==> src/rtl/seg_pkg.sv <==
// Shared constants for the multiplexed seven-segment scan driver.
//   SEG_OFF / AN_OFF : all segments / all anodes inactive (active-low pins)
//   HEX7_TABLE       : active-high gfedcba patterns for hex digits 0..F
//                      (uppercase A, C, E, F; lowercase b, d)
package seg_pkg;

  localparam logic [7:0] SEG_OFF = 8'hFF;
  localparam logic [7:0] AN_OFF  = 8'hFF;

  // Segment pattern with all of a..g dark, active-low.
  localparam logic [6:0] SEG7_DARK = 7'h7F;

  localparam logic [6:0] HEX7_TABLE [0:15] = '{
    7'h3F,  // 0
    7'h06,  // 1
    7'h5B,  // 2
    7'h4F,  // 3
    7'h66,  // 4
    7'h6D,  // 5
    7'h7D,  // 6
    7'h07,  // 7
    7'h7F,  // 8
    7'h6F,  // 9
    7'h77,  // A
    7'h7C,  // b
    7'h39,  // C
    7'h5E,  // d
    7'h79,  // E
    7'h71   // F
  };

endpackage

==> src/rtl/seg_hex_decode.sv <==
// Combinational hex-nibble to seven-segment decoder, active-low outputs.
//   nib   : 4-bit hex value
//   seg_n : {g,f,e,d,c,b,a}, 0 = segment lit
module seg_hex_decode
  import seg_pkg::*;
(
  input  logic [3:0] nib,
  output logic [6:0] seg_n
);

  always_comb begin
    seg_n = ~HEX7_TABLE[nib];
  end

endmodule

==> src/rtl/seg_scan_driver.sv <==
// Eight-digit common-anode seven-segment scan driver.
// Follows the free-running digit position from the clock divider, latches a
// 32-bit hex word plus decimal-point mask on a write strobe, and commits it to
// the display only when the scan wraps 7->0 so a frame never mixes old and new
// digits. Every digit switch is followed by a dead-time blank to suppress
// ghosting on the board.
//
// Ports:
//   clk      system clock
//   rst      asynchronous active-high reset
//   pos      3-bit scan position from the divider (normally +1 mod 8)
//   data_in  hex word, digit k = data_in[4k+3:4k]
//   dp_in    decimal-point enable per digit
//   data_we  one-cycle write strobe for data_in/dp_in
//   pending  a written value is waiting for the next frame commit
//   an       anode select, active-low, one-hot-cold
//   seg      {dp,g,f,e,d,c,b,a}, active-low
//
// Build option: define LEADING_ZERO_BLANK_EN to darken leading zero digits
// (digit 0 is always shown; decimal points are unaffected).
module seg_scan_driver
  import seg_pkg::*;
#(
  parameter int unsigned BLANK_CYCLES = 16,
  parameter int unsigned CNT_W        = 8
) (
  input  logic        clk,
  input  logic        rst,
  input  logic [2:0]  pos,
  input  logic [31:0] data_in,
  input  logic [7:0]  dp_in,
  input  logic        data_we,
  output logic        pending,
  output logic [7:0]  an,
  output logic [7:0]  seg
);

  localparam logic [CNT_W-1:0] BlankMax = CNT_W'(BLANK_CYCLES);

  logic [2:0]       pos_q;
  logic [CNT_W-1:0] dead_cnt;
  logic [31:0]      shadow_data;
  logic [7:0]       shadow_dp;
  logic [31:0]      disp_data;
  logic [7:0]       disp_dp;

  logic             pos_chg;
  logic             commit;
  logic             blanking;
  logic [3:0]       cur_nib;
  logic [6:0]       cur_seg_n;
  logic             digit_dark;

  // ---------------------------------------------------------------------------
  // Scan position tracking and frame commit
  // ---------------------------------------------------------------------------
  always_comb begin
    pos_chg = (pos != pos_q);
    // Commit only on the wrap into digit 0 so a whole frame shows one value.
    commit  = pos_chg && (pos == 3'd0) && pending;
  end

  always_ff @(posedge clk or posedge rst) begin
    if (rst) begin
      pos_q <= 3'd0;
    end else begin
      pos_q <= pos;
    end
  end

  // A write in the commit cycle lands in the shadow after the commit has taken
  // the old shadow contents, so pending stays set for the next frame.
  always_ff @(posedge clk or posedge rst) begin
    if (rst) begin
      shadow_data <= 32'h0;
      shadow_dp   <= 8'h00;
      pending     <= 1'b0;
    end else begin
      if (data_we) begin
        shadow_data <= data_in;
        shadow_dp   <= dp_in;
      end
      if (data_we) begin
        pending <= 1'b1;
      end else if (commit) begin
        pending <= 1'b0;
      end
    end
  end

  always_ff @(posedge clk or posedge rst) begin
    if (rst) begin
      disp_data <= 32'h0;
      disp_dp   <= 8'h00;
    end else if (commit) begin
      disp_data <= shadow_data;
      disp_dp   <= shadow_dp;
    end
  end

  // ---------------------------------------------------------------------------
  // Dead-time counter: restarts on every position change, saturates at the
  // blank length. Reset value is the saturated value.
  // ---------------------------------------------------------------------------
  always_ff @(posedge clk or posedge rst) begin
    if (rst) begin
      dead_cnt <= BlankMax;
    end else if (pos_chg) begin
      dead_cnt <= '0;
    end else if (dead_cnt < BlankMax) begin
      dead_cnt <= dead_cnt + CNT_W'(1);
    end
  end

  // ---------------------------------------------------------------------------
  // Digit selection and decode
  // ---------------------------------------------------------------------------
  always_comb begin
    cur_nib = disp_data[{pos_q, 2'b00} +: 4];
  end

  seg_hex_decode u_hex_decode (
    .nib   (cur_nib),
    .seg_n (cur_seg_n)
  );

`ifdef LEADING_ZERO_BLANK_EN
  logic [7:0] lead_zero;

  // Digit k is a leading zero when it and every digit above it are zero.
  // Digit 0 is never darkened so a zero value still shows a single "0".
  always_comb begin
    lead_zero = 8'h00;
    for (int k = 1; k < 8; k++) begin
      lead_zero[k] = ~|(disp_data >> (4 * k));
    end
  end

  always_comb begin
    digit_dark = lead_zero[pos_q];
  end
`else
  always_comb begin
    digit_dark = 1'b0;
  end
`endif

  // ---------------------------------------------------------------------------
  // Registered output stage
  // ---------------------------------------------------------------------------
  always_comb begin
    blanking = pos_chg || (dead_cnt < BlankMax);
  end

  always_ff @(posedge clk or posedge rst) begin
    if (rst) begin
      an  <= AN_OFF;
      seg <= SEG_OFF;
    end else if (blanking) begin
      an  <= AN_OFF;
      seg <= SEG_OFF;
    end else begin
      an  <= ~(8'b1 << pos_q);
      seg <= {~disp_dp[pos_q], (digit_dark ? SEG7_DARK : cur_seg_n)};
    end
  end

endmodule

==> config.mk <==
export PLATFORM = sky130hd
export DESIGN_NAME = seg_scan_driver
export DESIGN_NICKNAME = d
export VERILOG_FILES = /design/src/rtl/seg_pkg.sv /design/src/rtl/seg_hex_decode.sv /design/src/rtl/seg_scan_driver.sv
export SDC_FILE = /design/constraint.sdc
export NUM_CORES = 1
export LEC_CHECK = 0
export CAP_MARGIN = 20
export CORE_ASPECT_RATIO = 1.5
export CORE_MARGIN = 4
export CORE_UTILIZATION = 50
export DETAILED_ROUTE_END_ITERATION = 10
export PLACE_DENSITY = 0.86
export SLEW_MARGIN = 40
export SYNTH_ARGS = -nofsm -noshare
export SYNTH_HDL_FRONTEND = slang
export SYNTH_SLANG_ARGS = --single-unit
==> constraint.sdc <==
create_clock -name clk -period 4.7 [get_ports clk]
set_input_delay 0.94 -clock clk [delete_from_list [all_inputs] [get_ports clk]]
set_output_delay 0.94 -clock clk [all_outputs]
set_load 0.05 [all_outputs]
==> run_results.csv, run 1 <==
group,metric,value,unit
outcome,status,"completed",
pwr,sequentialPowerShare,0.477,
placement,dp_hpwl,5840,µm
clock_tree,cts_tree,"yes",
clock_tree,number_of_buffers_created_by_cts,9,
pwr,leakagePower,2.51,nW
route,totalWireLength,8430,µm
finish,drive_above_1_share,0.356,
grt,grt_start_max_net_pins,97,
hold_path,hold_path.class,"reg -> reg",
sta,max_slew.worst_pin.slew,0.742,ns
floorplan,die_area,11100,µm²
yosys,count_of_flip_flops_with_a_built_in_enable_after_synthesis,0,
sta,relSlewSlack,0.501,
grt,grt_overflow_total,0,
setup_path,critPathLaunchType,"flip-flop",
clock_tree,htree_num_levels,3,
yosys,postSynth.topFlopCell,"dfrtp_1",
sta,rsz_0062_raised_after_global_routing,"no",
clock_tree,clk-insertion-delay-late,0.34,ns
route,detail_route.drc_violations,0,
setup_path,crit_path_end_kind,"flip-flop",
floorplan,rows,43,
pwr,switching_share,0.236,
setup_path,arrival,2.94,ns
route,detail_route.first_pass.iterations,4,
route,drtIter0Drc,162,
yosys,synth.ff_latch_count,108,
floorplan,number_of_ports_placed_on_the_die_boundary,63,
clock_tree,post_cts.resized_instances,0,
sta,worst_slack,2.01,ns
pwr,power_per_cell_area,423,nW/µm²
route,drt.antenna.violating_nets,0,
clock_tree,worst_setup_hold_path_clk_slew,0.07,ns
sta,setup_total_negative_slack,0,ns
placement,io_buffer_count,62,
sta,achievable_frequency,371,MHz
finish,final_cell_count_no_fill,483,
grt,grtUsageTotal,0.164,
yosys,synthesis.nets,361,
yosys,ys_async_sr_fraction,1.00,
sta,final.setup_skew,0.00489,ns
yosys,synth.cell_area,4710,µm²
yosys,syn_area_per_cell,15.3,µm²
grt,initial_antenna_violation_count,0,
yosys,post_synth_inst_count,308,
placement,place.gp.congestion,0.774,
placement,dp_cell_count,467,
sta,timing.final.crit_period,2.69,ns
route,wl_per_cell,17.5,µm
clock_tree,max-clock-path-buffers,2,
pwr,p_sw,0.568,mW
finish,syn2layout_area_growth,21.0,%
pwr,worst_ir_drop_vdd,0.285,mV
yosys,synth.yosys.warnings,0,
pwr,internal-power,1.84,mW
finish,final_nets,419,
sta,maxSlewViolCount,0,
finish,nFillCells,684,
clock_tree,tritoncts_sink_count,108,
yosys,synth_seq_area_share,0.578,
finish,multiInputGateArea,1820,µm²
yosys,synth_cell_types,41,
clock_tree,buffer_count_from_post_cts_setup_fixing,0,
pwr,totalPowerFinal,2.41,mW
clock_tree,clockRootBuffer,"clkbuf_16",
finish,diodes,0,
floorplan,floorplan.core_area,9250,µm²
route,drt-vias-per-instance,5.39,
clock_tree,number_of_hold_repair_buffers_added_at_the_cts_stage,0,
pwr,power.share.combinational,0.186,
sta,setup_viol_count_final,0,
placement,preCtsSetupSlack,1.67,ns
job,number_of_max_cap_violations,0,
finish,seqCellArea,2730,µm²
setup_path,cp_max_fo,14,
setup_path,cp.required,4.94,ns
sta,fin_crit_sh,0.573,
grt,grt_first_pass_wirelength,13900,µm
pwr,clock_power_share,0.337,
floorplan,floorplan.initialDensity,0.509,
floorplan,x_dimension_of_the_die,87.3,µm
sta,hold-worst-slack,0.506,ns
route,via_count,2601,
floorplan,die_y,127,µm
setup_path,timing_worst_setup_path_type,"reg -> reg",
grt,vias_in_the_first_global_route,2830,
sta,final_hold_viol_count,0,
==> through the flow <==
stage / instance area [µm²] / util
after floorplan: 4710 / -
after global placement: 5370 / 0.580
after detailed placement: 5370 / 0.581
after CTS: 5700 / 0.616
after global routing: 5700 / 0.616
final: 5700 / 0.616
==> placed cells by master (no fill, tap or decap), drive strengths merged <==
| cell | n |
|---|---|
| xor2 | 2 |
| a21o | 1 |
| a22oi | 1 |
| a21oi | 2 |
| nor2 | 12 |
| o221ai | 3 |
| nand2 | 13 |
| a31oi | 1 |
| nand2b | 2 |
| nor4 | 2 |
| dfstp | 17 |
| clkdlybuf4s50 | 61 |
| nand4b | 1 |
| nand3b | 2 |
| inv | 11 |
| ha | 7 |
| mux2i | 7 |
| dfrtp | 91 |
| nor3 | 1 |
| a2111o | 1 |
| buf | 4 |
| nand4 | 2 |
| o2111ai | 1 |
| clkbuf | 14 |
| mux2 | 84 |
| a41oi | 1 |
| o21ai | 2 |
| nor2b | 1 |
| o311ai | 1 |
| or3 | 1 |
| mux4 | 8 |
| xnor2 | 4 |
| nand3 | 7 |
| or2 | 1 |
| bufinv | 2 |
==> power by group through the flow <==
stage,sequential (mW),clock (mW),combinational [mW]
final,1.15,0.812,0.450
after global routing,1.17,0.871,0.488
after CTS,1.15,0.826,0.454
after detailed placement,1.17,0,0.449
after global placement,1.16,0,0.428
after floorplan,1.13,0,0.368
==> cell usage after synthesis (3+ instances only) <==
cell,n,area (µm²)
buf_2,6,30.0
buf_6,6,67.6
clkbuf_1,4,15.0
dfrtp_1,91,2280
dfstp_2,17,447
ha_1,7,87.6
inv_1,10,37.5
mux2_2,44,495
mux2_4,40,601
mux2i_1,6,60.1
mux4_2,8,180
nand2_1,13,48.8
nand3_1,7,35.0
nor2_1,12,45.0
o221ai_1,3,26.3
xnor2_1,4,35.0
==> layout make-up <==
type | count | area share
multi-input cells | 171 | 0.320
repair buffers | 65 | 0.112
clock buffers | 14 | 0.0463
clock inverters | 2 | 0.0105
well taps | 112 | 0.0246
inverters | 11 | 0.00856
flip-flops and latches | 108 | 0.478
==> state kept, by name (all words and copies together) (netlist names) <==
| register | count |
|---|---|
| pos_q | 3 |
| disp_dp | 8 |
| an | 8 |
| disp_data | 32 |
| shadow_data | 32 |
| shadow_dp | 8 |
| seg | 8 |
| dead_cnt | 8 |
| pending | 1 |
==> layer usage <==
layer / global-route usage / wire, µm / up-vias
met4: 0.0732 / 165 / 0
met5: 0 / 0 / -
li1: - / - / 1202
met2: 0.277 / 4510 / 54
met3: 0.0292 / 283 / 12
met1: 0.202 / 3470 / 1333
==> worst max-delay path, stage by stage (launching register included) <==
cell     delay, ns
dfrtp_1       0.72
mux4_2        0.58
mux2i_1       0.45
inv_1         0.13
ha_1          0.24
inv_1         0.08
nand2_1       0.06
o21ai_1       0.10
mux2_2        0.16
nand2_1       0.05
==> path summary, 6_finish.rpt <==
| kind | end | slack, ns | from | cells past startpoint |
|---|---|---|---|---|
| setup reg to reg | seg[3] | 2.01 | pos_q[0] | 9 |
| hold / removal | disp_data[24] | 0.51 | disp_data[24] | 1 |
| min in group asynchronous | shadow_data[2] | 1.10 | rst | 2 |
| setup / recovery | seg[3] | 2.01 | pos_q[0] | 9 |
| hold reg to reg | disp_data[24] | 0.51 | disp_data[24] | 1 |
| max in group asynchronous | shadow_dp[3] | 2.94 | rst | 3 |
==> kinds of logic after synthesis <==
group / Yosys count / share of synthesized area
AO/OA/AOI/OAI: 14 / 0.0223
adder cells (fa/ha/maj): 7 / 0.0186
AND/OR/NAND/NOR: 45 / 0.0467
XOR/XNOR: 6 / 0.0111
flip-flops: 108 / 0.578
buffers and inverters: 29 / 0.0350
multiplexers: 99 / 0.288
Power figures use the tool's default switching activity.
==> run 2: changes to the inputs <==
==> constraint.sdc (replaced) <==
create_clock -name clk -period 2.6 [get_ports clk]
set_input_delay 0.52 -clock clk [delete_from_list [all_inputs] [get_ports clk]]
set_output_delay 0.52 -clock clk [all_outputs]
set_load 0.05 [all_outputs]
==> run_results.csv, run 2 (synthesis gave the netlist of run 1 again) <==
group,metric,value,unit
sta,setup_viol_count_final,0,
pwr,power_per_cell_area,739,nW/µm²
sta,achievable_frequency,430,MHz
clock_tree,max-clock-path-buffers,2,
setup_path,cp.required,2.90,ns
clock_tree,worst_setup_hold_path_clk_slew,0.07,ns
route,totalWireLength,8650,µm
finish,final_cell_count_no_fill,493,
grt,vias_in_the_first_global_route,2916,
sta,fin_crit_sh,0.895,
floorplan,x_dimension_of_the_die,87.3,µm
floorplan,floorplan.core_area,9250,µm²
job,number_of_max_cap_violations,0,
pwr,switching_share,0.251,
floorplan,die_y,127,µm
clock_tree,number_of_buffers_created_by_cts,9,
grt,initial_antenna_violation_count,0,
floorplan,number_of_ports_placed_on_the_die_boundary,63,
route,detail_route.first_pass.iterations,4,
setup_path,cp_max_fo,8,
finish,final_cell_mix,"90 x dfrtp_1, 61 x clkdlybuf4s50_1, 44 x mux2_2",
placement,dp_hpwl,6150,µm
setup_path,crit_path_end_kind,"flip-flop",
finish,reg.largest.list,"disp_data (32), shadow_data (32)",
route,detail_route.drc_violations,0,
setup_path,arrival,2.62,ns
pwr,p_sw,1.07,mW
pwr,power.share.combinational,0.198,
sta,max_slew.worst_pin.slew,0.692,ns
route,via_count,2629,
route,met1Wirelength,3370,µm
sta,timing.final.crit_period,2.33,ns
grt,grt_start_max_net_pins,57,
pwr,internal-power,3.19,mW
setup_path,timing_worst_setup_path_type,"reg -> reg",
sta,final.setup_skew,0.00520,ns
route,wl_per_cell,17.5,µm
clock_tree,number_of_hold_repair_buffers_added_at_the_cts_stage,0,
route,maxUsedRoutingLayer,"met4",
hold_path,hold_path.class,"reg -> reg",
clock_tree,buffer_count_from_post_cts_setup_fixing,0,
setup_path,critPathLaunchType,"flip-flop",
placement,dp_cell_count,477,
placement,place.gp.congestion,0.738,
pwr,leakagePower,2.55,nW
placement,io_buffer_count,62,
clock_tree,clk-insertion-delay-late,0.35,ns
route,drtIter0Drc,156,
route,drt.antenna.violating_nets,0,
outcome,status,"completed",
grt,grt_overflow_total,0,
clock_tree,tritoncts_sink_count,108,
floorplan,die_area,11100,µm²
grt,grtUsageTotal,0.176,
route,routed-wl-met3,390,µm
pwr,worst_ir_drop_vdd,0.429,mV
sta,setup_total_negative_slack,0,ns
route,wl_met2,4710,µm
floorplan,rows,43,
pwr,clock_power_share,0.314,
floorplan,floorplan.initialDensity,0.509,
clock_tree,cts_tree,"yes",
pwr,sequentialPowerShare,0.488,
clock_tree,htree_num_levels,3,
clock_tree,clockRootBuffer,"clkbuf_16",
finish,drive_above_1_share,0.381,
sta,rsz_0062_raised_after_global_routing,"no",
finish,syn2layout_area_growth,22.3,%
sta,final_hold_viol_count,0,
sta,relSlewSlack,0.535,
route,drt-vias-per-instance,5.33,
finish,final_nets,429,
grt,grt_first_pass_wirelength,14900,µm
finish,mostFrequentLayoutCell,"dfrtp_1",
finish,diodes,0,
sta,maxSlewViolCount,0,
-- run 2: cell count changes in the layout (fill, tap and decap cells not counted), sizes merged --
cell	before	now
clkinv	0	3
clkinvlp	0	4
buf	4	14
inv	11	10
clkbuf	14	9
bufinv	2	1
-- run 2: worst paths after layout --
kind / from / to / slack, ns / depth (start not counted)
setup reg to reg: pos_q[0] / seg[3] / 0.27 / 8
hold reg to reg: shadow_data[17] / disp_data[17] / 0.51 / 1
hold / removal: shadow_data[17] / disp_data[17] / 0.51 / 1
setup / recovery: pos_q[0] / seg[3] / 0.27 / 8
max in group asynchronous: rst / seg[2] / 1.36 / 3
min in group asynchronous: rst / dead_cnt[2] / 0.56 / 2
-- run 2: layout make-up --
class	instances	area, µm²
Inverter	11	45.0
Timing Repair Buffer	75	738
Clock buffer	9	225
Multi-Input combinational cell	171	1820
Clock inverter	7	67.6
Sequential cell	108	2730
Tap cell	112	140
Fill cell	703	3490
-- run 2: through the flow --
stage	power [mW]	instance area, µm²	worst slack [ns]	utilization	hold WS [ns]
floorplan	2.70	4720	0.476	-	0.476
global route	4.47	5770	0.106	0.623	0.524
finish	4.26	5770	0.272	0.623	0.505
global placement	2.89	5470	0.227	0.591	0.486
CTS	4.31	5760	0.190	0.623	0.510
detailed placement	2.95	5470	0.211	0.591	0.494
-- run 2: per-layer routing --
layer | track usage | vias to the layer above
met5 | 0 | -
met4 | 0.0632 | 0
met3 | 0.0494 | 14
met2 | 0.296 | 57
met1 | 0.213 | 1336
li1 | - | 1222
-- run 2: timing repair --
| item | CTS | global route |
|---|---|---|
| resized for setup | 0 | 1 |
| hold endpoints to repair | 0 | 0 |
| setup endpoints to repair | 0 | 1 |
-- run 2: critical path, cell delays in order, from the launching register on --
cell	delay, ns
dfrtp_1	0.62
mux4_2	0.57
mux2i_1	0.15
buf_4	0.17
ha_1	0.23
nand2_1	0.09
o21ai_0	0.09
mux2_2	0.27
nand2_1	0.07
-- run 2: power by group through the flow --
| stage | registers, mW | clock network (mW) | logic, mW |
|---|---|---|---|
| 2_1_floorplan | 2.04 | 0 | 0.665 |
| 3_3_place_gp | 2.08 | 0 | 0.803 |
| 3_5_place_dp | 2.11 | 0 | 0.841 |
| 4_1_cts | 2.08 | 1.37 | 0.855 |
| 5_1_grt | 2.11 | 1.45 | 0.922 |
| 6_report | 2.08 | 1.34 | 0.844 |
==> run 3: changes to the inputs <==
--- a/config.mk
+++ b/config.mk
@@ -7,10 +7,10 @@
 export LEC_CHECK = 0
 export CAP_MARGIN = 20
 export CORE_ASPECT_RATIO = 1.5
-export CORE_MARGIN = 4
-export CORE_UTILIZATION = 50
+export CORE_MARGIN = 10
+export CORE_UTILIZATION = 45
 export DETAILED_ROUTE_END_ITERATION = 10
-export PLACE_DENSITY = 0.86
+export PLACE_DENSITY = 0.79
 export SLEW_MARGIN = 40
 export SYNTH_ARGS = -nofsm -noshare
 export SYNTH_HDL_FRONTEND = slang
==> run_results.csv, run 3 (synthesis gave the netlist of run 1 again) <==
group,metric,value,unit
clock_tree,worst_setup_hold_path_clk_slew,0.07,ns
sta,rsz_0062_raised_after_global_routing,"no",
pwr,power.share.combinational,0.199,
hold_path,hold_path.class,"in -> async",
setup_path,cp.required,2.86,ns
grt,grt_most_used_layer,"met2",
sta,fin_crit_sh,0.889,
route,drt-vias-per-instance,5.07,
clock_tree,clockRootBuffer,"clkbuf_16",
placement,dp_hpwl,6410,µm
pwr,switching_share,0.244,
grt,use_met3,0.0372,
pwr,p_sw,1.05,mW
clock_tree,number_of_hold_repair_buffers_added_at_the_cts_stage,0,
clock_tree,htree_num_levels,3,
sta,relSlewSlack,0.511,
floorplan,floorplan.core_area,10200,µm²
sta,setup_total_negative_slack,0,ns
floorplan,number_of_ports_placed_on_the_die_boundary,63,
route,drt.antenna.violating_nets,0,
route,detail_route.drc_violations,0,
grt,initial_antenna_violation_count,0,
route,wl_per_cell,17.4,µm
sta,setup_viol_count_final,0,
clock_tree,number_of_buffers_created_by_cts,9,
setup_path,crit_path_cell_trace,"mux4_2 -> mux2i_2 -> inv_1 -> ha_1 -> inv_1 -> nor2_1 -> mux2i_1 -> o2111ai_1",
clock_tree,cts_tree,"yes",
outcome,status,"completed",
floorplan,die_y,145,µm
placement,io_buffer_count,62,
finish,syn2layout_area_growth,24.3,%
sta,final.setup_skew,0.00762,ns
setup_path,cp_max_fo,6,
sta,maxSlewViolCount,0,
route,drtIter0Drc,107,
setup_path,r2r-end,"seg[0]",
sta,max_slew.worst_pin.slew,0.727,ns
setup_path,r2r-start,"pos_q[0]",
floorplan,x_dimension_of_the_die,104,µm
job,number_of_max_cap_violations,0,
setup_path,worst-r2r-setup-slack,0.29,ns
pwr,clock_power_share,0.319,
placement,place.gp.congestion,0.764,
grt,grtUsageTotal,0.129,
finish,final_nets,428,
setup_path,critPathSlowestCell,"mux4_2",
grt,grt_start_max_net_pins,41,
route,via_count,2641,
sta,final_hold_viol_count,0,
grt,grt_first_pass_wirelength,15700,µm
sta,achievable_frequency,433,MHz
pwr,sequentialPowerShare,0.481,
pwr,worst_ir_drop_vdd,0.387,mV
setup_path,worst_path_most_repeated_cell,"inv_1",
setup_path,rr_worst_depth,8,
finish,diodes,0,
route,totalWireLength,9050,µm
setup_path,crit_path_end_kind,"flip-flop",
floorplan,die_area,15100,µm²
floorplan,rows,45,
sta,timing.final.crit_period,2.31,ns
finish,mostFrequentLayoutCell,"dfrtp_1",
setup_path,critical_path.endpoint,"seg[0]",
finish,final_cell_mix,"91 x dfrtp_1, 61 x clkdlybuf4s50_1, 44 x mux2_2",
finish,reg.largest.list,"disp_data (32), shadow_data (32)",
clock_tree,tritoncts_sink_count,108,
setup_path,timing_worst_setup_path_type,"reg -> reg",
route,detail_route.first_pass.iterations,4,
clock_tree,max-clock-path-buffers,2,
setup_path,arrival,2.57,ns
pwr,totalPowerFinal,4.31,mW
grt,globalRouteMet1Util,0.149,
floorplan,floorplan.initialDensity,0.462,
setup_path,critPathLaunchType,"flip-flop",
pwr,power_per_cell_area,736,nW/µm²
pwr,internal-power,3.26,mW
grt,grt_overflow_total,0,
pwr,leakagePower,2.57,nW
clock_tree,clk-insertion-delay-late,0.35,ns
finish,drive_above_1_share,0.376,
setup_path,slowest_delay,0.58,ns
grt,vias_in_the_first_global_route,3003,
setup_path,setup.worst_path.start,"pos_q[0]",
grt,met2_grt_util,0.215,
-- run 3: how the worst min path moves through the flow --
stage / cells past startpoint / endpoint / startpoint / slack [ns]
6_report: 2 / dead_cnt[6] / rst / 0.46
5_1_grt: 2 / dead_cnt[6] / rst / 0.48
4_1_cts: 1 / disp_data[31] / shadow_data[31] / 0.51
3_5_place_dp: 1 / disp_data[31] / shadow_data[31] / 0.49
3_3_place_gp: 1 / disp_data[6] / shadow_data[6] / 0.48
2_1_floorplan: 1 / disp_data[10] / disp_data[10] / 0.48
-- run 3: stage by stage --
| stage | setup slack [ns] | area (µm²) | util | std cells | hold slack, ns |
|---|---|---|---|---|---|
| 6_report | 0.288 | 5860 | 0.575 | 521 | 0.456 |
| 4_1_cts | 0.144 | 5830 | 0.572 | 520 | 0.509 |
| 5_1_grt | 0.0911 | 5860 | 0.575 | 521 | 0.482 |
| 2_1_floorplan | 0.476 | 4720 | - | 308 | 0.476 |
| 3_3_place_gp | 0.244 | 5530 | 0.543 | 504 | 0.484 |
| 3_5_place_dp | 0.213 | 5530 | 0.543 | 504 | 0.487 |
-- run 3: cell type report --
cell class,instances,area [µm²]
clock buffers,12,256
clock inverters,4,47.5
fillers,782,4330
inverters,11,45.0
multi-input cells,171,1830
flip-flops and latches,108,2720
well taps,141,176
repair buffers,74,781
-- run 3: critical path: cells and delay by family, from the launching register on --
family                   cells  cell delay, ns
AO/OA/AOI/OAI                1            0.14
buffers and inverters        2            0.19
adder cells (fa/ha/maj)      1            0.22
multiplexers                 3            1.06
AND/OR/NAND/NOR              1            0.07
flip-flops                   1            0.54
-- run 3: power groups by stage --
stage	Clock [mW]	Combinational, mW	Sequential, mW
6_report	1.38	0.859	2.07
5_1_grt	1.48	0.944	2.11
4_1_cts	1.41	0.859	2.08
3_5_place_dp	0	0.847	2.10
3_3_place_gp	0	0.812	2.08
2_1_floorplan	0	0.665	2.04
-- run 3: routing by layer --
metal	wire length, µm	vias up
met2	4730	64
li1	-	1216
met5	0	-
met1	3650	1347
met4	216	0
met3	451	14
-- run 3: what timing repair did --
action,in CTS,in global routing
buffers inserted,0,0
resized for setup,0,1
endpoints found under the setup margin,0,4
